==> config.mk <==
export PLATFORM = sky130hd
export DESIGN_NAME = regfile_param_flat
export DESIGN_NICKNAME = d
export VERILOG_FILES = /design/src/rtl/regfile_pkg.sv /design/src/rtl/regfile_param_if.sv /design/src/rtl/regfile_scoreboard.sv /design/src/rtl/regfile_param.sv /design/src/flat_wrapper.sv
export SDC_FILE = /design/constraint.sdc
export NUM_CORES = 1
export LEC_CHECK = 0
export ABC_CLOCK_PERIOD_IN_PS = 1800
export BUFFER_PORTS_ARGS = -buffer_cell sky130_fd_sc_hd__buf_2
export CAP_MARGIN = 15
export CORE_MARGIN = 2
export CORE_UTILIZATION = 54
export CTS_BUF_LIST = sky130_fd_sc_hd__clkbuf_16
export DETAILED_ROUTE_END_ITERATION = 10
export PLACE_DENSITY_LB_ADDON = 0.12
export SYNTH_ARGS = -nofsm -noshare
export SYNTH_HDL_FRONTEND = slang
export SYNTH_SLANG_ARGS = --single-unit
==> constraint.sdc <==
create_clock -name clk -period 1.8 [get_ports clk]
set_clock_uncertainty 0.15 [all_clocks]
set_input_delay 0.18 -clock clk [delete_from_list [all_inputs] [get_ports clk]]
set_output_delay 0.18 -clock clk [all_outputs]
set_load 0.05 [all_outputs]
==> src/rtl/regfile_pkg.sv <==
// Shared defaults and types for the parametrised register file.
package regfile_pkg;

   localparam int unsigned REGFILE_WIDTH  = 16;
   localparam int unsigned REGFILE_DEPTH  = 8;
   localparam int unsigned REGFILE_PC_INC = 1;
   localparam int unsigned REGFILE_AW     = $clog2(REGFILE_DEPTH);

   typedef logic [REGFILE_AW-1:0]    regfile_addr_t;
   typedef logic [REGFILE_WIDTH-1:0] regfile_data_t;

   // True when addr selects register 0 and the hardwired zero register is enabled.
   function automatic bit is_zero_reg(input bit zero_en, input logic [31:0] addr);
      return zero_en && (addr == 32'd0);
   endfunction

endpackage

==> src/rtl/regfile_param_if.sv <==
// Decode/writeback bus of the register file: write port, two read ports, PC and scoreboard.
interface regfile_param_if
   import regfile_pkg::*;
#(
   parameter int unsigned WIDTH = REGFILE_WIDTH,
   parameter int unsigned AW    = REGFILE_AW
);

   logic             regen;
   logic [AW-1:0]    inaddr;
   logic [WIDTH-1:0] in;
   logic [AW-1:0]    outaddr1;
   logic [AW-1:0]    outaddr2;
   logic [WIDTH-1:0] out1;
   logic [WIDTH-1:0] out2;
   logic [WIDTH-1:0] pcout;
   logic             pcinc;
   logic             busy_set;
   logic [AW-1:0]    busy_addr;
   logic             busy1;
   logic             busy2;

   modport master (
      output regen, inaddr, in, outaddr1, outaddr2, pcinc, busy_set, busy_addr,
      input  out1, out2, pcout, busy1, busy2
   );

   modport slave (
      input  regen, inaddr, in, outaddr1, outaddr2, pcinc, busy_set, busy_addr,
      output out1, out2, pcout, busy1, busy2
   );

endinterface

==> src/rtl/regfile_scoreboard.sv <==
// Per-register busy vector: set by issue, cleared by writeback, set wins on collision.
module regfile_scoreboard
   import regfile_pkg::*;
#(
   parameter int unsigned DEPTH   = REGFILE_DEPTH,
   parameter int unsigned ZERO_R0 = 0,
   localparam int unsigned AW     = $clog2(DEPTH)
) (
   input  logic          clk,
   input  logic          rst,
   input  logic          set_en,
   input  logic [AW-1:0] set_addr,
   input  logic          clr_en,
   input  logic [AW-1:0] clr_addr,
   input  logic [AW-1:0] query1,
   input  logic [AW-1:0] query2,
   output logic          busy1_c,
   output logic          busy2_c
);

   localparam bit ZERO_EN = (ZERO_R0 != 0);

   logic [DEPTH-1:0] busy;
   logic [DEPTH-1:0] busy_next;
   logic             set_ok;
   logic             clr_ok;

   always_comb begin
      set_ok = set_en && !is_zero_reg(ZERO_EN, 32'(set_addr));
      clr_ok = clr_en && !is_zero_reg(ZERO_EN, 32'(clr_addr));
   end

   // Clear first so a same-address set (new producer) overrides it.
   always_comb begin
      busy_next = busy;
      if (clr_ok) busy_next[clr_addr] = 1'b0;
      if (set_ok) busy_next[set_addr] = 1'b1;
   end

   always_ff @(posedge clk) begin
      if (rst) busy <= '0;
      else     busy <= busy_next;
   end

   always_comb begin
      busy1_c = is_zero_reg(ZERO_EN, 32'(query1)) ? 1'b0 : busy[query1];
      busy2_c = is_zero_reg(ZERO_EN, 32'(query2)) ? 1'b0 : busy[query2];
   end

endmodule

==> src/rtl/regfile_param.sv <==
// Parametrised register file; top register is the auto-incrementing PC.
// Define REGFILE_BYPASS_EN to forward same-cycle write data to out1/out2/pcout.
module regfile_param
   import regfile_pkg::*;
#(
   parameter int unsigned WIDTH   = REGFILE_WIDTH,
   parameter int unsigned DEPTH   = REGFILE_DEPTH,
   parameter int unsigned AW      = $clog2(DEPTH),
   parameter int unsigned PC_INC  = REGFILE_PC_INC,
   parameter int unsigned ZERO_R0 = 0
) (
   input  logic          clk,
   input  logic          rst,
   regfile_param_if.slave bus
);

   localparam bit               ZERO_EN  = (ZERO_R0 != 0);
   localparam logic [AW-1:0]    PC_ADDR  = AW'(DEPTH - 1);
   localparam logic [WIDTH-1:0] PC_STEP  = WIDTH'(PC_INC);

   logic [WIDTH-1:0] regs [DEPTH];
   logic             wr_en;
   logic [WIDTH-1:0] rd1;
   logic [WIDTH-1:0] rd2;

   // Writes to a hardwired zero register are dropped entirely.
   always_comb begin
      wr_en = bus.regen && !is_zero_reg(ZERO_EN, 32'(bus.inaddr));
   end

   // PC increment is scheduled first so a same-cycle write to the PC overrides it.
   always_ff @(posedge clk) begin
      if (rst) begin
         for (int unsigned i = 0; i < DEPTH; i++) regs[i] <= '0;
      end else begin
         if (bus.pcinc) regs[PC_ADDR] <= regs[PC_ADDR] + PC_STEP;
         if (wr_en)     regs[bus.inaddr] <= bus.in;
      end
   end

   always_comb begin
      rd1 = is_zero_reg(ZERO_EN, 32'(bus.outaddr1)) ? '0 : regs[bus.outaddr1];
      rd2 = is_zero_reg(ZERO_EN, 32'(bus.outaddr2)) ? '0 : regs[bus.outaddr2];
   end

`ifdef REGFILE_BYPASS_EN
   always_comb begin
      bus.out1  = (wr_en && (bus.inaddr == bus.outaddr1)) ? bus.in : rd1;
      bus.out2  = (wr_en && (bus.inaddr == bus.outaddr2)) ? bus.in : rd2;
      bus.pcout = (wr_en && (bus.inaddr == PC_ADDR))      ? bus.in : regs[PC_ADDR];
   end
`else
   always_comb begin
      bus.out1  = rd1;
      bus.out2  = rd2;
      bus.pcout = regs[PC_ADDR];
   end
`endif

   regfile_scoreboard #(
      .DEPTH   (DEPTH),
      .ZERO_R0 (ZERO_R0)
   ) u_scoreboard (
      .clk      (clk),
      .rst      (rst),
      .set_en   (bus.busy_set),
      .set_addr (bus.busy_addr),
      .clr_en   (bus.regen),
      .clr_addr (bus.inaddr),
      .query1   (bus.outaddr1),
      .query2   (bus.outaddr2),
      .busy1_c  (bus.busy1),
      .busy2_c  (bus.busy2)
   );

endmodule
==> src/flat_wrapper.sv <==
// flat-port wrapper written by rule: the top's interface ports become plain ports
module regfile_param_flat import regfile_pkg::*;
#(
   parameter int unsigned WIDTH   = REGFILE_WIDTH,
   parameter int unsigned DEPTH   = REGFILE_DEPTH,
   parameter int unsigned AW      = $clog2(DEPTH),
   parameter int unsigned PC_INC  = REGFILE_PC_INC,
   parameter int unsigned ZERO_R0 = 0
)
  (clk, rst, bus_regen, bus_inaddr, bus_in, bus_outaddr1, bus_outaddr2, bus_pcinc, bus_busy_set, bus_busy_addr, bus_out1, bus_out2, bus_pcout, bus_busy1, bus_busy2);
  regfile_param_if #(.WIDTH(WIDTH), .AW(AW)) bus_i ();
  input  logic clk;
  input  logic rst;
  input wire logic [$bits(bus_i.regen)-1:0] bus_regen;
  input wire logic [$bits(bus_i.inaddr)-1:0] bus_inaddr;
  input wire logic [$bits(bus_i.in)-1:0] bus_in;
  input wire logic [$bits(bus_i.outaddr1)-1:0] bus_outaddr1;
  input wire logic [$bits(bus_i.outaddr2)-1:0] bus_outaddr2;
  input wire logic [$bits(bus_i.pcinc)-1:0] bus_pcinc;
  input wire logic [$bits(bus_i.busy_set)-1:0] bus_busy_set;
  input wire logic [$bits(bus_i.busy_addr)-1:0] bus_busy_addr;
  output wire logic [$bits(bus_i.out1)-1:0] bus_out1;
  output wire logic [$bits(bus_i.out2)-1:0] bus_out2;
  output wire logic [$bits(bus_i.pcout)-1:0] bus_pcout;
  output wire logic [$bits(bus_i.busy1)-1:0] bus_busy1;
  output wire logic [$bits(bus_i.busy2)-1:0] bus_busy2;
  assign bus_i.regen = bus_regen;
  assign bus_i.inaddr = bus_inaddr;
  assign bus_i.in = bus_in;
  assign bus_i.outaddr1 = bus_outaddr1;
  assign bus_i.outaddr2 = bus_outaddr2;
  assign bus_i.pcinc = bus_pcinc;
  assign bus_i.busy_set = bus_busy_set;
  assign bus_i.busy_addr = bus_busy_addr;
  assign bus_out1 = bus_i.out1;
  assign bus_out2 = bus_i.out2;
  assign bus_pcout = bus_i.pcout;
  assign bus_busy1 = bus_i.busy1;
  assign bus_busy2 = bus_i.busy2;
  regfile_param #(.WIDTH(WIDTH), .DEPTH(DEPTH), .AW(AW), .PC_INC(PC_INC), .ZERO_R0(ZERO_R0)) u_core (.clk(clk), .rst(rst), .bus(bus_i));
endmodule
# --- Yosys cells after proc, flatten, opt, wreduce, memory -nomap -nowiden ---
# Memories as Yosys holds them, arrays and structs flattened.
# Index checks and enable logic that the tools add are counted.
word_totals:
  reg_bits: 8
  mem_bits_rw: 128
  input_bits: 33
  word_cells: 42
  n_memories: 1
mem_list:
  columns: ["memory", "depth", "width", "read_ports", "rd_ports_with_merged_regs", "write_ports", "line_no", "source"]
  rows:
  - ["u_core.regs", 8, 16, 3, 0, 8, "regfile_param.sv:21", "logic [WIDTH-1:0] regs [DEPTH];"]
op_classes:
  addsub: 1
  n_lt_le_gt_ge: 6
  eq_ne: 1
  mux: 22
  n_bitwise: 7
  reduce_logical: 3
op_table:
  columns: ["operator", "n"]
  rows:
  - ["$mux W16", 2]
  - ["$add A16 B1 Y16 const B", 1]
  - ["$lt A3 B4 Y1 const B", 4]
  - ["$mux W8", 2]
  - ["$reduce_or A16 Y1", 1]
  - ["$mux W1", 13]
  - ["$and A8 B8 Y8", 1]
  - ["$not A8 Y8", 1]
  - ["$or A8 B8 Y8", 1]
  - ["$bmux W1 S3", 2]
  - ["$demux W1 S3", 2]
  - ["$ge A3 B1 Y1 const B", 2]
  - ["$eq A3 B3 Y1 const A", 1]
  - ["$mux W3", 1]
  - ["$and A1 B1 Y1", 2]
  - ["$logic_and A1 B1 Y1", 2]
  - ["$not A1 Y1", 1]
  - ["$or A1 B1 Y1", 1]

# --- Longest topological paths before layout ---
# Gate-level depths: netlist (run 1).
logic_depth:
  ltp_word: 9
  ltp_mapped: 6
  mapped_depth_nobuf: 5

# --- Hierarchy ---
# From an unflattened synthesis (run 1), not the netlist that was laid out.
unflattened:
  hier_cells: 511
  hier_area_um2: 7895.1
modules_own_cells:
  columns: ["mod", "instances", "cells_per_inst", "area_each_um2", "seq_area_each_um2"]
  rows:
  - ["regfile_param", 1, 463, 7432.1, 3843.7]
  - ["regfile_scoreboard", 1, 48, 462.9, 160.2]

# --- Worst setup path after synthesis (run 1) ---
# Ideal clock, no wire load.
synth_timing:
  path_kind: "flip-flop to flip-flop"
  from: "memory u_core.regs[7][0] (netlist bit)"
  to: "memory u_core.regs[7][14] (netlist bit), data pin"
  setup_time_ns: 0.264
  arrival_time_ns: 1.692
  t_required_ns: 1.386
  setup_slack_ns: -0.306
  path_stages_with_launch: 7
  path_buffers: 1
  period_less_slack_ns: 2.106
  path_cell_list: "edfxtp_1 -> ha_1 -> clkbuf_1 -> nand3_1 -> nor4_1 -> xnor2_1 -> o21ai_1"
synth_lines:
  columns: ["item", "line_no"]
  rows:
  - ["start: declaration", "regfile_param.sv:21"]

==> results of run 1 <==
-- routing by layer --
metal  up-vias  GRT usage [%]  share of wire [%]
li1       2267              -                  -
met1      2672          38.36                 39
met2       280          46.67                 50
met3        47          6.701                8.6
met4         0          11.30                2.8
met5         -              0                  0
-- sequential cells by signal (all words and copies together) (netlist names) --
signal and flops:
u_core.regs 128, u_core.u_scoreboard.busy 8
-- synth_stat cells, types with 5 or more instances --
cell / instances
buf_2: 10
mux4_1: 54
nand2_1: 24
inv_1: 7
and2_1: 115
xor2_1: 10
nor2b_1: 5
clkbuf_1: 17
nand4_1: 6
o21ai_0: 19
mux2_2: 34
dfxtp_1: 8
nand3_1: 9
edfxtp_1: 128
mux4_2: 14
-- kinds of logic after synthesis --
kind of cell,share of synthesized area [%]
XOR/XNOR,1.568
flip-flops,51.20
buffers and inverters,3.328
adder cells (fa/ha/maj),0.1600
AND/OR/NAND/NOR,14.16
AO/OA/AOI/OAI,2.512
multiplexers,27.07
-- power groups by stage --
stage               clock, uW  combinational, uW  sequential (uW)
floorplan                   0               1130             3920
global placement            0               1750             3840
finish                   3370               2010             3810
CTS                      3390               1980             3800
global route             3510               2090             3830
detailed placement          0               1770             3860
-- path summary, 6_finish.rpt --
kind	from	endpoint	slack, ns	cells after the start
worst min register to register	u_core.u_scoreboard.busy[5]	u_core.u_scoreboard.busy[5]	0.34	2
worst min-delay path	bus_in[13]	u_core.regs[7][13]	0.02	3
worst max register to register	u_core.regs[7][5]	u_core.regs[7][15]	-0.04	6
worst max-delay path	u_core.regs[7][14]	bus_out1[14]	-0.40	3
-- per-stage QoR --
stage          TNS (ns)  setup slack (ns)  std cells
3_5_place_dp     -15.80           -0.2681        788
2_1_floorplan    -2.758           -0.1841        512
4_1_cts          -11.81           -0.3963        833
6_report         -11.83           -0.4010        841
5_1_grt          -13.01           -0.4232        841
3_3_place_gp     -11.86           -0.1742        788
-- final cells by class --
class	instances	area share [%]
multi-input cells	333	36.65
well taps	180	2.275
clock inverters	13	1.390
repair buffers	155	14.64
inverters	7	0.2654
clock buffers	17	4.297
flip-flops and latches	136	40.48
-- critical path: stages, from the launching register on --
cell and delay, ns:
edfxtp_1 0.50, mux4_2 0.51, mux2_4 0.28, buf_6 0.16
-- what timing repair did --
item	4_1_cts	5_1_grt
setup endpoints to repair	34	42
hold endpoints to repair	26	0
pin swaps	0	9
buffers inserted	5	9
gates resized for setup	91	18
hold buffers	10	0
==> metrics.txt, run 1 <==
outcome finished, violations left; violated checks negative setup slack; filler instances around 950; Post-Synthesis Cells between 500 and 600; Fin Hold WS ~0.018 ns; Setup Crit Path Kind flip-flop to output port; share of the synthesized area in the top cell type between 40 and 50%; Syn. warnings 0; max-slew violations 0; Mapped Area about 7800 um2; critical path required time 1.47 ns; dpl cell area a little under 9000 um2; Syn-to-layout area delta 26.59%; total power draw 9186 uW; initial antenna violation count 0; RSZ-0062 raised after global routing true; ANT cells 0; flops & latches, synth 136; # DRC 0; # rows 43; Net Sw Frac 27.19%; worst skew pair latency about 0.43 ns; Multi-input gate area around 3600 um2; CTS tree done; initial core utilization between 50% and 60%; Reg area between 4000 and 5000 um2; Peak Freq around 450 MHz; Num CTS Buffers 17; Sequential Power Share ~42%; WL/cell 25.73 um; leading cell type in the layout, fill and taps excluded edfxtp_1; routed vias/inst ~6.3; chip height ~120 um; P_int ~6700 uW; Clock Tree Buf Depth 2; commonest non-fill, non-tap cells in the layout 128 x edfxtp_1, 114 x and2_1, 51 x mux4_2, 48 x buf_2, 42 x buf_4; fin area around 10000 um2; Post-DP HPWL 14710 um; IO Count 83; final WL between 20000 and 25000 um; Final setup violation count 36; critical path launch point type flip-flop; Critical Path Sink Type output port; Syn Nets roughly 550; Comb power frac around 22%; count of cell types in the netlist 39; remaining antenna violation count 0; Clock transition at path regs 0.05 ns; Post-Syn Area per Cell 15.27 um2; Fin. Hold Viols 0; layout cells sized above 1 roughly 43%; TritonCTS sink count between 100 and 150; PD cells roughly 930 nW/um2; pin count of the biggest net entering global routing 21; Async S/R FF share, synth 0%; Die W 124.3 um; measured slew at the worst slew-check pin roughly 1.1 ns; crit path time final between 2 and 2.5 ns; vias in the first global route between 5000 and 6000; fin nets just under 700; HP Class primary input to flip-flop; CP max FO 3; Detailed Routing Iterations Pass 1 5; Post-synth EDFFs between 100 and 150; H-tree Lvls 4; Util after Layout just over 70%; first-pass GRT wire length between 30000 and 40000 um; peak supply drop between 0.7 and 0.8 mV; Slew headroom 23.55%; post-synth top area cell edfxtp_1; max cap viols 0; Arrival @ worst endpoint about 1.9 ns; Synth area leaders edfxtp_1 49%, mux4_1 18%, and2_1 9.2%, mux2_2 4.9%, mux4_2 4.0%; overall routing resource usage around 29%; GRT Residual Overflow 0; Die Area approximately 15000 um2; port buffer count a little over 80; leak pwr ~0.0038 uW; most used flip-flop cell after synthesis edfxtp_1; net switching power 2498 uW; DR iter-0 viols 525; Root Buffer clkbuf_16; setup ws final -0.4010 ns; routed vias about 5300; gpl congestion roughly 0.83; Clock Power Share 36.6%; Placeable Area about 14000 um2; final worst-path cycle share 122.3%; sequential element share of the synthesized area about half
Note: power is estimated with default switching activity, not from simulation.
==> run 2, diff against run 1 <==
ABC_AREA = 1   (was default)
==> run 2 against run 1 <==
Against the previous run:
- the flow still finishes with violations (negative setup slack)
- clock power is 3% lower
- wire length is 7.5% higher
- first-iteration DRC count is 65% higher
==> metrics.txt, run 2 <==
flop-to-flop setup slack approximately 0.060 ns; Biggest register u_core.regs; GRT Residual Overflow 0; Hold Path Cell Cnt 4; final worst-path cycle share 103.8%; total power draw 8972 uW; gr busiest metal met2; share of the synthesized area in the top cell type around 50%; Arrival @ worst endpoint 1.54 ns; Largest register FFs about 130; first-pass GRT wire length around 35000 um; Root Buffer clkbuf_16; port buffer count a little over 80; ANT cells 0; Die Area between 15000 and 20000 um2; layout cells sized above 1 roughly a quarter; overall routing resource usage between 30% and 40%; Reg-to-Reg End u_core.regs[7][8]; chip height approximately 120 um; initial core utilization roughly 55%; pin count of the biggest net entering global routing 57; critical path required time 1.47 ns; Hold Crit Start bus_inaddr[1]; Detailed Routing Iterations Pass 1 7; sequential element share of the synthesized area between 50% and 60%; H-tree Lvls 4; setup_tns -0.1281 ns; worst skew pair latency around 0.43 ns; Slowest-stage cell, CP edfxtp_1; Die W between 100 and 150 um; Final setup violation count 6; Slew headroom 37.46%; flops & latches, synth 136; routed vias/inst about 5.8; Syn Nets between 1000 and 1500; CP max FO 2; critical path launch point type flip-flop; measured slew at the worst slew-check pin 0.9347 ns; routed vias approximately 7500; Peak Freq around 540 MHz; max-slew violations 0; HP Class primary input to flip-flop; Clock Tree Buf Depth 2; violated checks negative setup slack; setup ws final -0.06819 ns; Fin. Hold Viols 0; DR iter-0 viols 866; gpl congestion around 0.88; leak pwr a little over 0.004 uW; Clock transition at path regs roughly 0.060 ns; commonest non-fill, non-tap cells in the layout 196 x nor2_1, 142 x nand2_1, 128 x edfxtp_1, 121 x o21ai_1, 84 x o21ai_0; Post-Synthesis Cells slightly below 1000; RSZ-0062 raised after global routing true; CTS tree done; Synth area leaders edfxtp_1 50%, o21ai_0 13%, nor2_1 9.9%, nand2_1 7.9%, a21oi_1 4.6%; initial antenna violation count 0; Placeable Area between 10000 and 15000 um2; max cap viols 0; Syn-to-layout area delta 28.76%; TritonCTS sink count 136; Mapped Area about 7700 um2; count of cell types in the netlist 26; vias in the first global route ~6800; WL/cell 18.14 um; most used flip-flop cell after synthesis edfxtp_1; PD cells 906.6 nW/um2; final WL approximately 23000 um; Cell Count, Final, Fillers Out roughly 1300; most common cell in the netlist nor2_1; Worst R2R Path Depth 8; Post-Syn Area per Cell 7.899 um2; post-synth top area cell edfxtp_1; peak supply drop 0.5381 mV; leading cell type in the layout, fill and taps excluded nor2_1; CP Cell Sequence o21ai_0 -> o21ai_2 -> nand2_1 -> nand2_2 -> buf_8; startpoint of the worst-slack reg-to-reg timing path u_core.regs[7][0]; # rows 43; top cells by count, synth 202 x nor2_1, 193 x o21ai_0, 162 x nand2_1, 128 x edfxtp_1, 72 x inv_1; Post-DP HPWL between 15000 and 20000 um; Largest regs u_core.regs x128, u_core.u_scoreboard.busy x8; Setup Crit Path Kind flip-flop to output port; met3 Use GR 5.904%; Syn. warnings 0; fin nets roughly 1100; # DRC 0; remaining antenna violation count 0; Largest stage delay, worst path around 0.38 ns; IO Count 83; crit path time final about 1.9 ns; Async S/R FF share, synth 0%; Post-synth EDFFs ~130; Critical Path Sink Type output port; Num CTS Buffers 17; placed cells between 1000 and 1500; grt met1 use between 40% and 50%; outcome finished, violations left; Hold Path Sink u_core.u_scoreboard.busy[7]; met2 Track Usage GR between 50% and 60%; crit path from u_core.regs[6][1]
## run 2: cell types whose count changed in the layout (fill, tap and decap cells not counted), moves of 18 or more
cell,previous run,this run
buf_6,34,16
nor2_1,4,196
o21ai_1,6,121
o21ai_0,16,84
nand2_1,24,142
mux4_2,51,0
nand3_1,5,23
and2_1,114,0
a21oi_1,0,37
nand2_2,0,20
inv_1,7,48
a21oi_2,0,33
mux2_4,34,0
inv_2,0,32
## run 2: cells by family (layout without fill, tap and decap cells)
| logic type | after synthesis | count (layout) | share of synthesized area (%) |
|---|---|---|---|
| simple gates | 399 | 399 | 20.49 |
| compound gates | 295 | 295 | 19.44 |
| buf+inv | 140 | 269 | 7.586 |
| flops | 136 | 136 | 52.09 |
| xor+xnor | 2 | 2 | 0.2279 |
| fa+ha+maj | 1 | 1 | 0.1628 |
## run 2: area by class of cell
type,count,area [um2]
fillers,1068,3984
flip-flops and latches,136,4005
well taps,180,225.2
inverters,80,300.3
clock inverters,15,120.1
repair buffers,157,1466
multi-input cells,697,3354
clock buffers,17,425.4
## run 2: per-layer routing
metal	up-vias	wire length, um	part of all wire [%]
met5	-	0	0
met4	0	981	4.2
met3	75	1643	7.1
met2	365	11490	49
met1	3499	9138	39
li1	3527	-	-
## run 2: metrics by stage
| stage | hold WS [ns] | utilization [%] | cell area [um2] | setup WS [ns] |
|---|---|---|---|---|
| 6_report | 0.007045 | 71.30 | 9897 | -0.06819 |
| 5_1_grt | 0.04304 | 71.30 | 9897 | -0.1050 |
| 2_1_floorplan | 0.1416 | - | 7717 | -0.1321 |
| 3_5_place_dp | 0.2638 | 61.57 | 8547 | -0.03060 |
| 4_1_cts | 0.003990 | 68.97 | 9574 | -0.008904 |
| 3_3_place_gp | 0.2638 | 61.57 | 8547 | -0.04042 |
## run 2: worst max-delay path, delay by kind of cell (launching register included)
family          cells  cell delay (ns)
compound gates      2             0.42
flops               1             0.38
simple gates        2             0.15
buf+inv             1             0.16
## run 2: power by group
part           internal (uW)  switching (uW)  total [uW]
sequential              3660             113        3780
combinational            657            1280        1930
clock                   1980            1280        3260
total                   6310            2670        8970
## run 2: timing repair
action / 4_1_cts / 5_1_grt
pin swaps: 14 / 31
resized for setup: 109 / 180
hold buffers: 17 / 0
endpoints found under the setup margin: 34 / 39
buffers inserted: 14 / 4
endpoints found under the hold margin: 16 / 0
## run 2: how the worst max path moves through the flow
stage                              end
floorplan           u_core.regs[7][14]
global placement           bus_out2[6]
detailed placement         bus_out2[6]
CTS                        bus_out1[5]
global route              bus_out2[10]
finish                     bus_out2[1]
==> run 3, diff against run 2 <==
CORE_UTILIZATION = 50   (was 54)
==> run 3 against run 2 <==
Against the previous run:
- the run still ends with negative setup slack left
- combinational power barely moved
- non-clock buffer count grew 4
- clock power rose by 17%
- setup slack better by 0.064 ns
- critical path depth grew 2
- fmax rose by 3.5%
- final cell count rose by 0.94%
- die area rose by 7.7%
- total power up 6.3%
- final area is 1.7% higher
- critical path type unchanged
- critical endpoint is now bus_out1[3]
==> metrics.txt, run 3 (synthesized netlist as in run 2, its figures left out) <==
outcome finished, violations left; violated checks negative setup slack; DR iter-0 viols approximately 740; Placeable Area ~15000 um2; first-pass GRT wire length between 30000 and 40000 um; port buffer count 82; H-tree Lvls 4; Detailed Routing Iterations Pass 1 5; Clock Tree Buf Depth 2; Critical Path Sink Type output port; Biggest register u_core.regs; GRT Residual Overflow 0; RSZ-0062 raised after global routing true; critical path required time 1.47 ns; final WL 23360 um; Largest register FFs ~130; remaining antenna violation count 0; worst skew pair latency roughly 0.42 ns; # rows 45; leak pwr approximately 0.0042 uW; Peak Freq between 500 and 600 MHz; HP Class primary input to flip-flop; Final setup violation count 2; Largest regs u_core.regs x128, u_core.u_scoreboard.busy x8; final worst-path cycle share 100.2%; layout cells sized above 1 23.24%; max cap viols 0; Die W approximately 130 um; Syn-to-layout area delta 30.96%; Setup Crit Path Kind flip-flop to output port; leading cell type in the layout, fill and taps excluded nor2_1; setup_tns -0.006336 ns; Num CTS Buffers 17; gpl congestion 0.8619; Clock transition at path regs 0.05 ns; initial core utilization between 50% and 60%; routed vias 7404; Fin Hold WS ~0.022 ns; CP max FO 2; Die Area 16380 um2; TritonCTS sink count between 100 and 150; critical path launch point type flip-flop; ANT cells 0; Root Buffer clkbuf_16; chip height approximately 130 um; fin nets between 1000 and 1500; commonest non-fill, non-tap cells in the layout 198 x nor2_1, 135 x nand2_1, 128 x edfxtp_1, 119 x o21ai_1, 94 x o21ai_0; crit path time final 1.804 ns; # DRC 0; pin count of the biggest net entering global routing between 50 and 60; Post-DP HPWL around 15000 um; PD cells 947.4 nW/um2; Slew headroom 38.58%; WL/cell ~18 um; overall routing resource usage between 20 and 30%; Arrival @ worst endpoint approximately 1.5 ns; vias in the first global route 6945; peak supply drop around 0.6 mV; initial antenna violation count 0; max-slew violations 0; filler instances 1278; IO Count between 80 and 90; CTS tree done; setup ws final -0.004235 ns; routed vias/inst about 5.7; Fin. Hold Viols 0; measured slew at the worst slew-check pin just over 0.9 ns
[run 3: changes by cell type in the layout (fill, tap and decap cells not counted), moves of 6 or more]
cell,before,now
inv_1,48,56
buf_12,13,19
nand2_1,142,135
o21ai_2,9,1
a21oi_1,37,48
buf_6,16,10
inv_2,32,25
nand2_2,20,27
o21ai_0,84,94
a21oi_2,33,22
[run 3: report_power, final]
| part | switching, uW | internal, uW | total, uW |
|---|---|---|---|
| clock | 1270 | 2550 | 3820 |
| combinational | 1270 | 681 | 1950 |
| sequential | 106 | 3660 | 3770 |
[run 3: metal layers]
layer  global-route usage, %  routed length (um)  vias to the layer above
met3                   5.259                1530                       36
li1                        -                   -                     3532
met4                   9.438                 450                        0
met1                   37.24                9427                     3519
met2                   50.52               11950                      317
met5                       0                   0                        -
[run 3: path summary, 6_finish.rpt]
kind | startpoint | end | slack, ns | depth (start not counted)
worst min-delay path | bus_inaddr[0] | u_core.u_scoreboard.busy[7] | 0.02 | 4
worst max register to register | u_core.regs[7][0] | u_core.regs[7][15] | 0.08 | 6
worst min register to register | u_core.u_scoreboard.busy[3] | u_core.u_scoreboard.busy[3] | 0.35 | 2
worst max-delay path | u_core.regs[1][3] | bus_out1[3] | -0.004 | 7
[run 3: cell type report]
class | instances | area, um2 | area share (%)
clock inverter | 15 | 216.5 | 2.150
tap | 188 | 235.2 | 2.337
timing repair buffer | 161 | 1582 | 15.71
sequential | 136 | 4004 | 39.78
multi-input combinational | 697 | 3303 | 32.82
clock buffer | 17 | 425.4 | 4.226
inverter | 80 | 300.3 | 2.983
[run 3: critical path: stages, from the launching register on]
cell,delay [ns]
edfxtp_1,0.34
inv_1,0.05
a21oi_1,0.11
o21ai_1,0.08
o21ai_1,0.11
nand2_1,0.09
nand2_2,0.12
buf_8,0.15
[run 3: what timing repair did]
action                                  in CTS  in global routing
endpoints found under the setup margin      34                 39
hold endpoints to repair                    16                  0
resized for setup                           95                167
pin swaps                                    9                 32
buffers inserted                            15                  1
hold buffers                                15                  0
[run 3: metrics by stage]
step                cells  instance area, um2  total power, uW  utilization (%)  worst slack [ns]
detailed placement   1234                8692             5416            57.60          -0.03963
floorplan             973                7717             4855                -           -0.1321
CTS                  1294                9793             9390            64.90          -0.02676
global placement     1234                8692             5401            57.60          -0.04441
finish               1294               10070             9536            66.71         -0.004235
global route         1294               10070             9860            66.71          -0.07304
